$ cat src/rtl/key4_debounce_onehot.sv
// Four-key synchronizer, whole-vector debouncer and one-hot event capture FSM.
// Optional macro AUTO_REPEAT_EN re-presents a held key every REPEAT_CYCLES cycles.
module key4_debounce_onehot #(
    parameter int DEB_CYCLES    = 16,
    parameter int CNT_W         = 8,
    parameter int REPEAT_CYCLES = 1000
) (
    input  logic       clk,
    input  logic       rst_n,
    input  logic [3:0] key_raw,
    output logic [3:0] onehot,
    output logic       valid,
    input  logic       ack,
    output logic       multi,
    output logic       busy
);

    // Handshake: valid stays high with onehot/multi stable until ack is sampled
    // high on a rising edge; ack has no effect while valid is low.

    typedef enum logic [1:0] {
        IDLE     = 2'd0,
        HOLD     = 2'd1,
        WAIT_REL = 2'd2
    } state_t;

    logic [3:0]       s1, s2;
    logic [3:0]       candidate;
    logic [3:0]       debounced;
    logic [CNT_W-1:0] cnt;

    state_t     state, state_n;
    logic [3:0] onehot_n;
    logic       valid_n;
    logic       multi_n;
    logic [3:0] pri;
    logic       pri_multi;

    always_ff @(posedge clk or negedge rst_n) begin
        if (!rst_n) begin
            s1 <= '0;
            s2 <= '0;
        end else begin
            s1 <= key_raw;
            s2 <= s1;
        end
    end

    // Any difference between the synchronized vector and the candidate restarts the count.
    always_ff @(posedge clk or negedge rst_n) begin
        if (!rst_n) begin
            candidate <= '0;
            cnt       <= '0;
            debounced <= '0;
        end else if (s2 != candidate) begin
            candidate <= s2;
            cnt       <= '0;
        end else if (cnt < CNT_W'(DEB_CYCLES - 1)) begin
            cnt <= cnt + 1'b1;
        end else begin
            debounced <= candidate;
        end
    end

    always_comb begin
        pri = 4'b0000;
        if (debounced[3])      pri = 4'b1000;
        else if (debounced[2]) pri = 4'b0100;
        else if (debounced[1]) pri = 4'b0010;
        else if (debounced[0]) pri = 4'b0001;
    end

    assign pri_multi = ($countones(debounced) > 1);

`ifdef AUTO_REPEAT_EN
    localparam int REP_W = (REPEAT_CYCLES > 2) ? $clog2(REPEAT_CYCLES) : 1;

    logic [REP_W-1:0] rep_cnt;
    logic [3:0]       deb_prev;
    logic [3:0]       last_onehot;
    logic             last_multi;
    logic             rep_run;
    logic             rep_fire;

    assign rep_run  = (state == WAIT_REL) && (debounced != 4'b0000) && (debounced == deb_prev);
    // Fires after REPEAT_CYCLES-1 cycles in WAIT_REL so that, with ack held high,
    // consecutive valid pulses are exactly REPEAT_CYCLES cycles apart.
    assign rep_fire = rep_run && (rep_cnt == REP_W'(REPEAT_CYCLES - 2));

    always_ff @(posedge clk or negedge rst_n) begin
        if (!rst_n) begin
            rep_cnt     <= '0;
            deb_prev    <= '0;
            last_onehot <= '0;
            last_multi  <= 1'b0;
        end else begin
            deb_prev <= debounced;
            if (rep_run && !rep_fire) rep_cnt <= rep_cnt + 1'b1;
            else                      rep_cnt <= '0;
            if (state == IDLE && debounced != 4'b0000) begin
                last_onehot <= pri;
                last_multi  <= pri_multi;
            end
        end
    end
`endif

    always_ff @(posedge clk or negedge rst_n) begin
        if (!rst_n) begin
            state  <= IDLE;
            onehot <= '0;
            valid  <= 1'b0;
            multi  <= 1'b0;
        end else begin
            state  <= state_n;
            onehot <= onehot_n;
            valid  <= valid_n;
            multi  <= multi_n;
        end
    end

    always_comb begin
        state_n  = state;
        onehot_n = onehot;
        valid_n  = valid;
        multi_n  = multi;
        case (state)
            IDLE: begin
                if (debounced != 4'b0000) begin
                    onehot_n = pri;
                    multi_n  = pri_multi;
                    valid_n  = 1'b1;
                    state_n  = HOLD;
                end
            end
            HOLD: begin
                // The held event ignores debounced entirely; only ack retires it.
                if (valid && ack) begin
                    onehot_n = 4'b0000;
                    multi_n  = 1'b0;
                    valid_n  = 1'b0;
                    state_n  = WAIT_REL;
                end
            end
            WAIT_REL: begin
                if (debounced == 4'b0000) begin
                    state_n = IDLE;
                end
`ifdef AUTO_REPEAT_EN
                else if (rep_fire) begin
                    onehot_n = last_onehot;
                    multi_n  = last_multi;
                    valid_n  = 1'b1;
                    state_n  = HOLD;
                end
`endif
            end
            default: begin
                state_n  = IDLE;
                onehot_n = 4'b0000;
                multi_n  = 1'b0;
                valid_n  = 1'b0;
            end
        endcase
    end

    assign busy = (state != IDLE);

endmodule
$ cat config.mk
export PLATFORM = sky130hd
export DESIGN_NAME = key4_debounce_onehot
export DESIGN_NICKNAME = d
export VERILOG_FILES = /design/src/rtl/key4_debounce_onehot.sv
export SDC_FILE = /design/constraint.sdc
export NUM_CORES = 1
export LEC_CHECK = 0
export CORE_ASPECT_RATIO = 2
export CORE_UTILIZATION = 30
export DETAILED_ROUTE_END_ITERATION = 10
export DONT_BUFFER_PORTS = 1
export GPL_TIMING_DRIVEN = 0
export PLACE_DENSITY = 0.51
export SYNTH_ARGS = -nofsm -noshare
export SYNTH_HDL_FRONTEND = slang
export SYNTH_SLANG_ARGS = --single-unit
$ cat constraint.sdc
create_clock -name clk -period 1.9 [get_ports clk]
set_input_delay 0.38 -clock clk [delete_from_list [all_inputs] [get_ports clk]]
set_output_delay 0.38 -clock clk [all_outputs]
set_load 0.01 [all_outputs]
==> metrics.md <==
| Metric | Value |
|---|---|
| Status | `finished clean` |
| Slowest cell on the critical path | `nor4_4` |
| Layout Area Growth over Synthesis | `15.5%` |
| Worst Setup Start Kind | `flop` |
| Clock Latency Late Sink | `280 ps` |
| Net count of the mapped netlist | `112` |
| Slowest stage delay, CP | `420 ps` |
| Critical path endpoint category | `flop` |
| Vias in the first global route | `745` |
| Post-synth ARST share | `1.00` |
| Critical path class | `flop to flop` |
| Psw | `0.271 mW` |
| Layout cells sized above 1 | `0.189` |
| Max Cap Viol | `0` |
| Routed WL | `2.07 mm` |
| Synth Warn # | `0` |
| FF-to-FF End | `debounced[1]` |
| Logic pwr share | `0.029` |
| Die width | `48.7 um` |
| Post-cts gate resize count | `0` |
| Int Pwr | `1.10 mW` |
| Post-CTS Hold Buffers | `2` |
| Synth Register Bits | `32` |
| DIE HEIGHT | `95.3 um` |
| H-tree depth | `2` |
| RSZ-0062 raised after global routing | `false` |
| Crit-path most repeated cell | `nand2_4` |
| Skew final | `1.92 ps` |
| Setup Total Neg Slack | `0 ps` |
| Slew Limit Headroom | `0.745` |
| R2R setup slack | `430 ps` |
| Largest net degree at the start of global routing | `33` |
| Worst path bufs/invs | `0` |
| Worst setup path end | `debounced[1]` |
| R2R cell count | `4` |
| Mapped cell area | `1310 um2` |
| Critical path startpoint | `cnt[5]` |
| Final min period | `1470 ps` |
| Crit share post-route | `0.774` |
| Worst path arrival time | `1640 ps` |
| Main synth FF type | `dfrtp_1` |
| 1st-pass router iterations | `4` |
| Rows | `33` |
| Critical path depth | `4` |
| Number of placed I/O pins | `14` |
| Sw frac | `0.197` |
| Initial antenna violation count | `0` |
| Die area | `4640 um2` |
| Sequential share of power | `0.513` |
| Final net count | `121` |
| Register area share after synthesis | `0.613` |
| Antenna diodes | `0` |
| Max Transition Viols Final | `0` |
| Core area | `4130 um2` |
| Synth cell types | `30` |
| Clk slew on worst S/H paths | `60 ps` |
| Worst setup margin | `429 ps` |
| Final Setup Violations | `0` |
| GPL Wtd Cong | `0.668` |
| Worst vdd ir | `0.566 mV` |
| Worst-case clock buffer depth | `2` |
| R2r startpoint | `cnt[5]` |
| Pre-CTS setup slack | `418 ps` |
| Post-Syn Instances | `101` |
| Pwr Density | `909 nW/um2` |
| Fill cells | `409` |
| CP Max Fanout | `5` |
| Initial cell density of the core | `0.316` |
| Port Buffer Count | `0` |
| Avg WL per Cell | `12.7 um` |
| Gr usage total | `0.107` |
| EDFF count, synth | `0` |
| Worst-Margin Slew | `380 ps` |
| Hold WC Path Type | `primary input to flop` |
| TritonCTS clock tree | `done` |
| Top delay family on crit path | `simple AND/OR/NAND/NOR gates` |
| Antenna Violating Nets Remaining | `0` |
| Final Core Density | `0.365` |
| Synth Area per Inst | `12.9 um2` |
| # Post-CTS Setup Buffers | `0` |
| Non-filler instance count after layout | `163` |
| Via density | `4.58` |
| Maximum clock rate | `0.680 GHz` |
| Grt total ovfl | `0` |
| Clk pwr share | `0.458` |
| First-pass GRT wire length | `3.51 mm` |
| Final Hold Vio Count | `0` |
| Crit-path cells | `nor4_4, nand2_4, nand2_4, mux2_4` |
| Worst EP required | `2060 ps` |
| Total Power | `1.37 mW` |
| # DRC | `0` |
| DRT iter0 DRCs | `25` |
| Cells after DPL | `153` |
| Dpl hpwl | `1.48 mm` |
| Clk root buf | `clkbuf_8` |
| Leak Pwr | `0.727 nW` |
| Via count | `746` |
| CTS Buf Count | `5` |
| Sink Count | `32` |
-- power groups by stage --
stage               clock (mW)  sequential, mW  combinational (mW)
floorplan                    0           0.715              0.0181
global placement             0           0.716              0.0207
detailed placement           0           0.717              0.0216
CTS                      0.655           0.703              0.0420
global route             0.685           0.704              0.0469
finish                   0.628           0.703              0.0398
-- layout make-up --
type / count / area [um2] / area share
repair buffers: 2 / 30.0 / 0.0199
multi-input cells: 60 / 472 / 0.313
clock buffers: 6 / 72.6 / 0.0481
inverters: 5 / 18.8 / 0.0124
flip-flops and latches: 32 / 801 / 0.531
well taps: 52 / 65.1 / 0.0431
plain buffers: 4 / 15.0 / 0.00995
clock inverters: 2 / 35.0 / 0.0232
-- cell families (layout without fill, tap and decap cells) --
group / after synthesis / after routing / synth area share
buffers and inverters: 9 / 19 / 0.0259
and+or+nand+nor: 30 / 30 / 0.148
DFF: 32 / 32 / 0.613
muxes: 4 / 4 / 0.0460
xor gates and xnor gates: 6 / 6 / 0.0402
AOI/OAI and AO/OA: 16 / 16 / 0.0824
adders and majority gates: 4 / 4 / 0.0441
-- layer usage --
| layer | track usage | vias up | part of all wire |
|---|---|---|---|
| met5 | 0 | - | 0 |
| met4 | 0.0809 | 0 | 0.033 |
| met2 | 0.193 | 17 | 0.56 |
| met1 | 0.0964 | 365 | 0.38 |
| li1 | - | 359 | - |
| met3 | 0.0367 | 5 | 0.032 |
-- synth_stat cells, types with 2 or more instances --
| cell type | number | area share |
|---|---|---|
| dfrtp_1 | 32 | 0.61 |
| a21oi_1 | 6 | 0.023 |
| nor2_1 | 6 | 0.017 |
| inv_1 | 5 | 0.014 |
| nand2_1 | 5 | 0.014 |
| and2_2 | 4 | 0.023 |
| clkbuf_1 | 4 | 0.011 |
| mux2_4 | 4 | 0.046 |
| nand3_1 | 4 | 0.015 |
| xnor2_1 | 4 | 0.027 |
| ha_1 | 3 | 0.029 |
| a22o_1 | 2 | 0.013 |
| a32o_1 | 2 | 0.015 |
| nand2_4 | 2 | 0.017 |
| o22ai_1 | 2 | 0.0096 |
| xor2_1 | 2 | 0.013 |
-- layout by cell type (no fill, tap or decap), types with 2 or more instances in the layout --
cell type / instances
a21oi_1: 6
a22o_1: 2
a32o_1: 2
and2_2: 4
clkbuf_1: 5
clkbuf_8: 5
dfrtp_1: 32
ha_1: 3
inv_1: 5
mux2_4: 4
nand2_1: 5
nand2_4: 2
nand3_1: 4
nor2_1: 6
o22ai_1: 2
xnor2_1: 4
xor2_1: 2
-- worst min-delay path by stage --
| stage | start | endpoint | slack [ps] | depth (start not counted) |
|---|---|---|---|---|
| 2_1_floorplan | rst_n | candidate[0] | 80 | 0 |
| 3_5_place_dp | rst_n | multi | 90 | 0 |
| 4_1_cts | key_raw[2] | s1[2] | 110 | 0 |
| 5_1_grt | key_raw[0] | s1[0] | 110 | 0 |
| 3_3_place_gp | rst_n | multi | 90 | 0 |
| 6_report | key_raw[2] | s1[2] | 130 | 0 |
-- state kept, by name, indices dropped and copies added (netlist names) --
register / flops
debounced: 4
multi: 1
state: 2
s1: 4
valid: 1
cnt: 8
s2: 4
candidate: 4
onehot: 4
-- through the flow --
step                hold slack (ps)  instance area [um2]
finish                          126                 1510
global route                    106                 1510
CTS                             112                 1510
detailed placement             85.0                 1370
global placement               85.0                 1370
floorplan                      84.4                 1310
(Power assumes the default switching activity.)
